--- config.mk ---
export PLATFORM = sky130hd
export DESIGN_NAME = pulse_stretcher
export DESIGN_NICKNAME = d
export VERILOG_FILES = /design/src/rtl/pulse_stretcher_pkg.sv /design/src/rtl/pulse_stretcher_tick_prescaler.sv /design/src/rtl/pulse_stretcher.sv
export SDC_FILE = /design/constraint.sdc
export NUM_CORES = 1
export LEC_CHECK = 0
export CORE_MARGIN = 2
export CORE_UTILIZATION = 63
export CTS_BUF_LIST = sky130_fd_sc_hd__clkbuf_16
export DETAILED_ROUTE_END_ITERATION = 10
export PLACE_DENSITY = 0.88
export SLEW_MARGIN = 20
export SYNTH_ARGS = -nofsm -noshare
export SYNTH_HDL_FRONTEND = slang
export SYNTH_SLANG_ARGS = --single-unit
--- constraint.sdc ---
create_clock -name clk -period 5.6 [get_ports clk]
set_input_delay 1.12 -clock clk [delete_from_list [all_inputs] [get_ports clk]]
set_output_delay 1.12 -clock clk [all_outputs]
set_load 0.1 [all_outputs]
--- src/rtl/pulse_stretcher_pkg.sv ---
// Shared types and default timing constants for the pulse stretcher.
package pulse_stretcher_pkg;

  typedef enum logic [1:0] {
    IDLE = 2'd0,
    ON   = 2'd1,
    GAP  = 2'd2
  } state_e;

  localparam int unsigned DEF_TICK_DIV  = 250000;
  localparam int unsigned DEF_ON_TICKS  = 40;
  localparam int unsigned DEF_GAP_TICKS = 40;

  function automatic int unsigned max_u(input int unsigned a, input int unsigned b);
    return (a > b) ? a : b;
  endfunction

endpackage

--- src/rtl/pulse_stretcher_tick_prescaler.sv ---
// Free-running divider producing a one-cycle tick every TICK_DIV clocks; clr restarts the phase.
module tick_prescaler #(
  parameter int unsigned TICK_DIV = 250000
) (
  input  logic clk,
  input  logic rst_n,
  input  logic clr,
  output logic tick
);

  localparam int unsigned CW = (TICK_DIV > 1) ? $clog2(TICK_DIV) : 1;
  localparam logic [CW-1:0] LAST = CW'(TICK_DIV - 1);

  logic [CW-1:0] cnt_q, cnt_d;

  always_comb begin
    cnt_d = cnt_q + CW'(1);
    if (clr || (cnt_q == LAST)) begin
      cnt_d = '0;
    end
  end

  always_ff @(posedge clk or negedge rst_n) begin
    if (!rst_n) begin
      cnt_q <= '0;
    end else begin
      cnt_q <= cnt_d;
    end
  end

  // Not gated by clr: clr is derived from transitions that this tick causes.
  assign tick = (cnt_q == LAST);

endmodule

--- src/rtl/pulse_stretcher.sv ---
// Stretches single-cycle events into fixed high/low output phases, queueing events that arrive mid-cycle.
module pulse_stretcher
  import pulse_stretcher_pkg::*;
#(
  parameter int unsigned TICK_DIV  = DEF_TICK_DIV,
  parameter int unsigned ON_TICKS  = DEF_ON_TICKS,
  parameter int unsigned GAP_TICKS = DEF_GAP_TICKS,
  parameter int unsigned PEND_W    = 4
) (
  input  logic              clk,
  input  logic              rst_n,
  input  logic              pulse_in,
  input  logic              ovf_clr,
  output logic              out,
  output logic              busy,
  output logic [PEND_W-1:0] pending,
  output logic              ovf
);

  localparam int unsigned TW = $clog2(max_u(ON_TICKS, GAP_TICKS) + 1);
  localparam logic [TW-1:0] ON_LAST  = TW'(ON_TICKS - 1);
  localparam logic [TW-1:0] GAP_LAST = TW'(GAP_TICKS - 1);
  localparam logic [PEND_W-1:0] PEND_MAX = {PEND_W{1'b1}};

  state_e            state_q, state_d;
  logic [TW-1:0]     tcnt_q, tcnt_d;
  logic [PEND_W-1:0] pend_q, pend_d;
  logic              ovf_q, ovf_d;
  logic              out_q, out_d;
  logic              busy_q, busy_d;

  logic tick, presc_clr;
  logic want, start, take, accept, drop;

  tick_prescaler #(
    .TICK_DIV (TICK_DIV)
  ) u_presc (
    .clk   (clk),
    .rst_n (rst_n),
    .clr   (presc_clr),
    .tick  (tick)
  );

  // Phase sequencing: a start consumes one event, either from the queue or directly from pulse_in.
  always_comb begin
    state_d = state_q;
    tcnt_d  = tcnt_q;
    start   = 1'b0;
    want    = pulse_in || (pend_q != '0);
    case (state_q)
      IDLE: begin
        tcnt_d = '0;
        start  = want;
      end
      ON: begin
        if (tick) begin
          if (tcnt_q == ON_LAST) begin
            state_d = GAP;
            tcnt_d  = '0;
          end else begin
            tcnt_d = tcnt_q + TW'(1);
          end
        end
      end
      GAP: begin
        if (tick) begin
          if (tcnt_q == GAP_LAST) begin
            tcnt_d = '0;
            if (want) begin
              start = 1'b1;
            end else begin
              state_d = IDLE;
            end
          end else begin
            tcnt_d = tcnt_q + TW'(1);
          end
        end
      end
      default: begin
        state_d = IDLE;
        tcnt_d  = '0;
      end
    endcase
    if (start) begin
      state_d = ON;
      tcnt_d  = '0;
    end
  end

  // GAP->ON re-entry counts as a transition even though both sides differ from IDLE.
  assign presc_clr = (state_q == IDLE) || (state_d != state_q) || start;

  // Event queue and sticky overflow; a drop in the same cycle as ovf_clr keeps ovf set.
  always_comb begin
    take   = start && (pend_q != '0);
    accept = pulse_in && !(start && (pend_q == '0));
    drop   = accept && !take && (pend_q == PEND_MAX);
    pend_d = pend_q;
    if (take && !accept) begin
      pend_d = pend_q - PEND_W'(1);
    end else if (accept && !take && !drop) begin
      pend_d = pend_q + PEND_W'(1);
    end
    ovf_d  = drop || (ovf_q && !ovf_clr);
    out_d  = (state_d == ON);
    busy_d = (state_d != IDLE);
  end

  always_ff @(posedge clk or negedge rst_n) begin
    if (!rst_n) begin
      state_q <= IDLE;
      tcnt_q  <= '0;
      pend_q  <= '0;
      ovf_q   <= 1'b0;
      out_q   <= 1'b0;
      busy_q  <= 1'b0;
    end else begin
      state_q <= state_d;
      tcnt_q  <= tcnt_d;
      pend_q  <= pend_d;
      ovf_q   <= ovf_d;
      out_q   <= out_d;
      busy_q  <= busy_d;
    end
  end

  assign out     = out_q;
  assign busy    = busy_q;
  assign pending = pend_q;
  assign ovf     = ovf_q;

endmodule

==> flow_metrics.env, run 1 <==
export IMPL_status="complete, no violations"
export IMPL_port_buffers=10
export IMPL_period_share=0.664
export IMPL_wl_met3_um=197
export IMPL_m1WireLength_um=1830
export IMPL_regArea_um2=826
export IMPL_fin_cells=241
export IMPL_syn_mean_instance_area_um2=9.89
export IMPL_hold_path_class="reg2reg"
export IMPL_yosysTopAreaCell="dfrtp_1"
export IMPL_insertion_delay_ps=280
export IMPL_rsz0062_at_grt="no"
export IMPL_place_ws_ps=1670
export IMPL_fin_ws_ps=1880
export IMPL_final_core_util=0.741
export IMPL_synth_edff_count=0
export IMPL_cp_start_kind="input pin"
export IMPL_cts_sinks=33
export IMPL_cts_root_buf="clkbuf_16"
export IMPL_dieArea_um2=3500
export IMPL_required_ps=5780
export IMPL_grt_pass1_wl_um=7090
export IMPL_async_flop_share=1.00
export IMPL_hold_buffers=0
export IMPL_cts_tree="done"
export IMPL_start_util=0.644
export IMPL_seq_area_frac_synth=0.431
export IMPL_finalSetupViolCount=0
export IMPL_numCtsBuffers=5
export IMPL_wl_per_cell_um=18.0
export IMPL_final_cell_mix="dfrtp_1, nand2_1, nor2_1"
export IMPL_fmax_ghz=0.269
export IMPL_crit_family="simple AND/OR/NAND/NOR gates"
export IMPL_slew_headroom=0.339
export IMPL_r2r_slack_ps=2470
export IMPL_end_kind="register"
export IMPL_ant_nets=0
export IMPL_drt_total_wl_um=4330
export IMPL_grt_max_degree=34
export IMPL_finalCriticalPeriod_ps=3720
export IMPL_nets=218
export IMPL_layout_commonest_cell="dfrtp_1"
export IMPL_fillers=186
export IMPL_ys_flop_type="dfrtp_1"
export IMPL_pin_count=11
export IMPL_dp_cells=233
export IMPL_design_area_um2=2210
export IMPL_ys_types=44
export IMPL_cap_violations=0
export IMPL_clk_pin_slew_ps=50
export IMPL_netlist_instances=194
export IMPL_power_density_nw_per_um2=488
export IMPL_path_buf_inv=1
export IMPL_drv_slew=0
export IMPL_slowest_delay_ps=600
export IMPL_place_hpwl_um=2880
export IMPL_grt_ovfl_total=0
export IMPL_drcViolationCount=0
export IMPL_synth_top_area_frac=0.431
export IMPL_netlist_area_um2=1920
export IMPL_slowest_stage="or4_4"
export IMPL_path_cells="clkdlybuf4s50_1 -> or4_4 -> o2111a_1 -> a31oi_1 -> nor3_1 -> xor2_1 -> ha_1 -> or2_2 -> a2bb2o_1 -> xnor2_1"
export IMPL_gp_congestion=1.07
export IMPL_worst_clock_skew_ps=3.64
export IMPL_rows=20
export IMPL_vias=1598
export IMPL_cts_resized=0
export IMPL_top_layer_used="met4"
export IMPL_crit_path_max_fanout=5
export IMPL_wl_met2_um=2190
export IMPL_worstSetupPathType="in2reg"
export IMPL_finalSetupTns_ps=0
export IMPL_finalHoldViolCount=0
export IMPL_htreeDepth=2
export IMPL_die_w_um=59.2
export IMPL_drtPass1Iterations=4
export IMPL_power_total_mw=1.08
export IMPL_vdd_drop_max_mv=0.259
export IMPL_grt_usage=0.273
export IMPL_post_cts_setup_buffers=0
export IMPL_drive_gt1_frac=0.111
export IMPL_yosysWarnings=0
export IMPL_crit_arrival_ps=3900
export IMPL_cts_buffer_depth=2
export IMPL_die_y_um=59.2
export IMPL_synth_nets=205
export IMPL_antenna_found_initial=0
export IMPL_synth_area_leaders="dfrtp_1, ha_1, xnor2_1"
export IMPL_ys_ff_latch=33
export IMPL_diodes=0
export IMPL_hold_ws_ps=488
export IMPL_power_leakage_nw=0.899
export IMPL_tightest_slew_ps=989
export IMPL_dpl_cell_area_um2=2040
export IMPL_drt_iter0_drc=127
export IMPL_viasPerCell=6.63
export IMPL_core_area_um2=2980
export IMPL_multiInputGateArea_um2=1040
export IMPL_first_global_vias=1522
export IMPL_syn_to_final_growth_pct=15.1
-- routing by layer --
metal / GRT usage / vias up
met1: 0.346 / 794
li1: - / 735
met2: 0.452 / 55
met4: 0.133 / 0
met3: 0.0459 / 14
met5: 0 / -
-- synthesized netlist by cell type, drive strengths merged (3+ instances only) --
master  count
nor2       15
ha          7
a21oi       6
nand4       3
xnor2      10
inv         6
o21ai       5
a31oi       3
nor3       10
nor4       12
nand3      13
or2         3
nand2      17
xor2       10
dfrtp      33
and3        6
clkbuf      5
-- sequential cells by signal, summed over array words and instances, names as in the netlist --
signal,cells
u_presc.cnt_q,18
tcnt_q,6
pending,4
state_q,2
busy,1
out,1
ovf,1
-- logic make-up (layout without fill, tap and decap cells) --
kind of cell | Yosys count | count (layout) | share of synthesized area
AND/OR/NAND/NOR | 94 | 94 | 0.284
flip-flops | 33 | 33 | 0.431
AO/OA/AOI/OAI | 27 | 27 | 0.115
XOR/XNOR | 20 | 20 | 0.0913
buffers and inverters | 12 | 26 | 0.0274
adder cells (fa/ha/maj) | 7 | 7 | 0.0457
multiplexers | 1 | 1 | 0.00587
-- report_power, final --
group          internal [mW]  switching, mW  leakage (nW)  total [mW]
Sequential             0.276         0.0474         0.438       0.324
Combinational          0.127          0.326         0.378       0.452
Clock                  0.206         0.0945        0.0826       0.301
Total                  0.609          0.468         0.899        1.08
-- cell type report --
class / count / share of cell area
multi-input combinational: 149 / 0.471
sequential: 33 / 0.374
clock buffer: 5 / 0.0567
timing repair buffer: 12 / 0.0522
tap: 33 / 0.0187
clock inverter: 3 / 0.0170
inverter: 6 / 0.0102
-- path summary, 6_finish.rpt --
path	start	endpoint	depth (start not counted)
max in group asynchronous	rst_n	state_q[0]	2
max reg2reg	state_q[1]	pending[2]	9
min	tcnt_q[5]	tcnt_q[5]	1
min reg2reg	tcnt_q[5]	tcnt_q[5]	1
max	pulse_in	pending[2]	10
min in group asynchronous	rst_n	u_presc.cnt_q[12]	2
(Power assumes the default switching activity.)
==> inputs of run 2 (changes only) <==
--- a/config.mk
+++ b/config.mk
@@ -6,10 +6,10 @@
 export NUM_CORES = 1
 export LEC_CHECK = 0
 export CORE_MARGIN = 2
-export CORE_UTILIZATION = 63
+export CORE_UTILIZATION = 53
 export CTS_BUF_LIST = sky130_fd_sc_hd__clkbuf_16
 export DETAILED_ROUTE_END_ITERATION = 10
-export PLACE_DENSITY = 0.88
+export PLACE_DENSITY = 0.79
 export SLEW_MARGIN = 20
 export SYNTH_ARGS = -nofsm -noshare
 export SYNTH_HDL_FRONTEND = slang
==> constraint.sdc (replaced) <==
create_clock -name clk -period 3.1 [get_ports clk]
set_input_delay 0.62 -clock clk [delete_from_list [all_inputs] [get_ports clk]]
set_output_delay 0.62 -clock clk [all_outputs]
set_load 0.1 [all_outputs]
==> run 2 against run 1 <==
Net effect: critical path depth stayed put; die area is 18% higher; worst setup slack worse by 1700 ps; total power is 74% higher; hold slack worse by 6.4 ps; first-iteration DRC count is 53% lower; clock-buffer cell count stayed put; combinational power is 83% higher; global-route usage is 4.8 points lower; wire length is 6.2% lower; sequential cell count stayed put; highest routed layer unchanged.
==> flow_metrics.env, run 2 (synthesis results as in run 1) <==
export IMPL_drtPass1Iterations=4
export IMPL_min_delay_start="u_presc.cnt_q[0]"
export IMPL_r2r_slack_ps=440
export IMPL_wl_met2_um=1970
export IMPL_grt_max_degree=34
export IMPL_slew_headroom=0.627
export IMPL_diodes=0
export IMPL_htreeDepth=2
export IMPL_layout_commonest_cell="dfrtp_1"
export IMPL_cap_violations=0
export IMPL_finalSetupTns_ps=0
export IMPL_hold_buffers=0
export IMPL_worst_clock_skew_ps=4.88
export IMPL_hold_path_class="reg2reg"
export IMPL_ff2ff_path_depth=10
export IMPL_rows=21
export IMPL_timing_rr_start="tcnt_q[0]"
export IMPL_grt_ovfl_total=0
export IMPL_wl_per_cell_um=15.6
export IMPL_required_ps=3260
export IMPL_cts_buffer_depth=2
export IMPL_period_share=0.953
export IMPL_core_area_um2=3420
export IMPL_numCtsBuffers=5
export IMPL_holdPathStages=1
export IMPL_pin_count=11
export IMPL_finalCriticalPeriod_ps=2950
export IMPL_fillers=269
export IMPL_worstSetupPathType="in2reg"
export IMPL_dieArea_um2=4120
export IMPL_finalSetupViolCount=0
export IMPL_crit_arrival_ps=3110
export IMPL_gp_congestion=0.891
export IMPL_antenna_found_initial=0
export IMPL_grt_pass1_wl_um=6970
export IMPL_drv_slew=0
export IMPL_grt_usage=0.225
export IMPL_crit_path_max_fanout=3
export IMPL_place_hpwl_um=2860
export IMPL_syn_to_final_growth_pct=17.1
export IMPL_timing_rr_end="pending[2]"
export IMPL_cts_tree="done"
export IMPL_power_density_nw_per_um2=834
export IMPL_die_y_um=64.2
export IMPL_tightest_slew_ps=555
export IMPL_insertion_delay_ps=280
export IMPL_m1WireLength_um=1830
export IMPL_cts_root_buf="clkbuf_16"
export IMPL_port_buffers=10
export IMPL_wl_met3_um=148
export IMPL_clk_pin_slew_ps=50
export IMPL_top_layer_used="met4"
export IMPL_finalHoldViolCount=0
export IMPL_cp_start_kind="input pin"
export IMPL_vdd_drop_max_mv=0.550
export IMPL_first_global_vias=1511
export IMPL_nets=224
export IMPL_ant_nets=0
export IMPL_drt_iter0_drc=60
export IMPL_drt_total_wl_um=4060
export IMPL_status="complete, no violations"
export IMPL_drive_gt1_frac=0.178
export IMPL_largest_register_ffs=18
export IMPL_start_util=0.562
export IMPL_power_leakage_nw=0.923
export IMPL_hold_ws_ps=481
export IMPL_largest_register="u_presc.cnt_q"
export IMPL_viasPerCell=5.85
export IMPL_die_w_um=64.2
export IMPL_worstHoldEndpoint="u_presc.cnt_q[0]"
export IMPL_drcViolationCount=0
export IMPL_vias=1521
export IMPL_fmax_ghz=0.339
export IMPL_final_cell_mix="dfrtp_1, nand2_1, nor2_1"
export IMPL_cts_sinks=33
export IMPL_end_kind="register"
[run 2: routing by layer]
metal	global-route usage	vias to the layer above
met5	0	-
met4	0.136	0
met3	0.0563	12
met2	0.332	29
met1	0.296	737
li1	-	743
[run 2: cell type report]
type / count / area (um^2) / area share
Inverter: 6 / 22.5 / 0.0100
Clock inverter: 3 / 12.5 / 0.00557
Sequential cell: 33 / 827 / 0.368
Timing Repair Buffer: 18 / 155 / 0.0691
Clock buffer: 5 / 125 / 0.0557
Tap cell: 46 / 57.6 / 0.0256
Multi-Input combinational cell: 149 / 1050 / 0.466
[run 2: worst max-delay path, cell delays in order]
cell	delay (ps)
clkdlybuf4s50_1	420
or4_4	540
o2111a_1	280
a31oi_2	170
nor3_1	100
xor2_1	160
ha_1	200
or2_2	260
a2bb2o_1	260
xnor2_1	120
[run 2: worst max path at each step]
stage,startpoint,endpoint,cells after the start
floorplan,pending[1],pending[2],9
global placement,pulse_in,pending[2],10
detailed placement,pulse_in,u_presc.cnt_q[14],8
CTS,pulse_in,u_presc.cnt_q[14],8
global route,pulse_in,pending[2],10
finish,pulse_in,pending[2],10
[run 2: power breakdown]
| part | internal, mW | switching, mW |
|---|---|---|
| clock network | 0.290 | 0.170 |
| registers | 0.500 | 0.0830 |
| logic | 0.244 | 0.585 |
[run 2: timing repair]
item | in CTS | in global routing
endpoints found under the hold margin | 0 | 0
endpoints found under the setup margin | 0 | 12
gates resized for setup | 0 | 1
buffers inserted | 0 | 1
[run 2: through the flow]
stage | std cells | power [mW] | setup WS [ps] | util | area [um^2]
global placement | 251 | 1.35 | -94.4 | 0.610 | 2080
CTS | 259 | 1.85 | 108 | 0.650 | 2220
detailed placement | 251 | 1.38 | -156 | 0.610 | 2080
floorplan | 194 | 1.21 | 8.99 | - | 1920
finish | 260 | 1.87 | 147 | 0.658 | 2250
global route | 260 | 1.96 | -15.2 | 0.658 | 2250
==> inputs of run 3 (changes only) <==
--- a/config.mk
+++ b/config.mk
@@ -6,10 +6,10 @@
 export NUM_CORES = 1
 export LEC_CHECK = 0
 export CORE_MARGIN = 2
-export CORE_UTILIZATION = 53
+export CORE_UTILIZATION = 40
 export CTS_BUF_LIST = sky130_fd_sc_hd__clkbuf_16
 export DETAILED_ROUTE_END_ITERATION = 10
-export PLACE_DENSITY = 0.79
+export PLACE_DENSITY = 0.63
 export SLEW_MARGIN = 20
 export SYNTH_ARGS = -nofsm -noshare
 export SYNTH_HDL_FRONTEND = slang
==> run 3 against run 2 <==
Net effect: critical path depth stayed put; clock power about the same; total power up 1.0%; die area up 30%; worst setup slack worse by 3.4 ps; first-iteration DRC count increased by 17%; register-to-register slack improved by 50 ps; cell area rose by 1.4%; sequential power decreased by 1%; utilization shrank 17 points; critical endpoint unchanged.
==> flow_metrics.env, run 3 (synthesis results as in run 1) <==
export IMPL_end_kind="register"
export IMPL_die_y_um=73.2
export IMPL_core_area_um2=4660
export IMPL_tightest_slew_ps=760
export IMPL_grt_ovfl_total=0
export IMPL_power_density_nw_per_um2=830
export IMPL_finalSetupViolCount=0
export IMPL_rsz0062_at_grt="no"
export IMPL_grt_max_degree=34
export IMPL_largest_register_ffs=18
export IMPL_crit_path_max_fanout=3
export IMPL_drt_iter0_drc=70
export IMPL_final_core_util=0.489
export IMPL_drtPass1Iterations=4
export IMPL_htreeDepth=2
export IMPL_power_leakage_nw=0.939
export IMPL_port_buffers=10
export IMPL_antenna_found_initial=0
export IMPL_ant_nets=0
export IMPL_status="complete, no violations"
export IMPL_slew_headroom=0.491
export IMPL_pin_count=11
export IMPL_syn_to_final_growth_pct=18.8
export IMPL_vdd_drop_max_mv=0.411
export IMPL_final_cell_mix="dfrtp_1, nand2_1, buf_4"
export IMPL_viasPerCell=5.65
export IMPL_drv_slew=0
export IMPL_worstSetupPathType="in2reg"
export IMPL_worst_clock_skew_ps=2.23
export IMPL_cts_root_buf="clkbuf_16"
export IMPL_fmax_ghz=0.338
export IMPL_nets=227
export IMPL_required_ps=3260
export IMPL_start_util=0.412
export IMPL_numCtsBuffers=5
export IMPL_place_hpwl_um=2890
export IMPL_wl_per_cell_um=14.9
export IMPL_diodes=0
export IMPL_grt_pass1_wl_um=7090
export IMPL_drcViolationCount=0
export IMPL_hold_path_class="reg2reg"
export IMPL_gp_congestion=0.825
export IMPL_period_share=0.954
export IMPL_hold_buffers=0
export IMPL_cts_buffer_depth=2
export IMPL_largest_register="u_presc.cnt_q"
export IMPL_grt_usage=0.170
export IMPL_drive_gt1_frac=0.189
export IMPL_cp_start_kind="input pin"
export IMPL_rows=25
export IMPL_drt_total_wl_um=4030
export IMPL_finalHoldViolCount=0
export IMPL_finalSetupTns_ps=0
export IMPL_finalCriticalPeriod_ps=2960
export IMPL_clk_pin_slew_ps=50
export IMPL_cts_tree="done"
export IMPL_layout_commonest_cell="dfrtp_1"
export IMPL_dieArea_um2=5360
export IMPL_die_w_um=73.2
export IMPL_vias=1531
export IMPL_first_global_vias=1538
export IMPL_cts_sinks=33
export IMPL_crit_arrival_ps=3110
export IMPL_cap_violations=0
export IMPL_insertion_delay_ps=280
==> run 3: changes by cell type in the layout (fill, tap and decap cells not counted), sizes merged <==
cell | previous run | this run
buf | 15 | 18
==> run 3: stage by stage <==
step / setup WS, ps / instances / area (um^2) / power (mW) / hold WS (ps)
floorplan: 8.99 / 194 / 1920 / 1.21 / 324
global placement: -94.9 / 263 / 2130 / 1.43 / 471
detailed placement: -170 / 263 / 2130 / 1.44 / 482
CTS: 110 / 271 / 2270 / 1.91 / 490
global route: 8.32 / 271 / 2280 / 2.00 / 521
finish: 144 / 271 / 2280 / 1.89 / 489
==> run 3: what timing repair did <==
item | CTS | global route
endpoints found under the hold margin | 0 | 0
gates resized for setup | 0 | 1
setup endpoints to repair | 0 | 1
setup buffers | 0 | 0
==> run 3: layout make-up <==
class,instances,area [um^2]
fillers,432,2380
clock inverters,3,12.5
repair buffers,21,178
inverters,6,22.5
multi-input cells,149,1050
clock buffers,5,125
well taps,54,67.6
flip-flops and latches,33,827
==> run 3: worst max-delay path, cell delays in order <==
cell             delay [ps]
clkdlybuf4s50_1         420
or4_4                   540
o2111a_1                270
a31oi_2                 150
nor3_1                  100
xor2_1                  150
ha_1                    200
or2_2                   270
a2bb2o_1                260
xnor2_1                 130
==> run 3: routing by layer <==
layer,track usage,vias up,wire length (um)
met1,0.232,747,1960
met5,0,-,0
met4,0.0494,0,61
met2,0.265,25,1860
met3,0.0428,7,143
li1,-,752,-
==> run 3: worst paths after layout <==
| check | from | end | slack [ps] | cells past startpoint |
|---|---|---|---|---|
| max in group asynchronous | rst_n | pending[2] | 2030 | 2 |
| min reg2reg | u_presc.cnt_q[0] | u_presc.cnt_q[0] | 490 | 1 |
| min | u_presc.cnt_q[0] | u_presc.cnt_q[0] | 490 | 1 |
| max reg2reg | pending[2] | pending[2] | 490 | 9 |
| min in group asynchronous | rst_n | ovf | 750 | 2 |
| max | pulse_in | pending[2] | 140 | 10 |
==> run 3: where the power goes <==
group	switching [mW]	leakage, nW	internal, mW
clock network	0.173	0.0687	0.290
registers	0.0745	0.437	0.501
logic	0.596	0.433	0.258
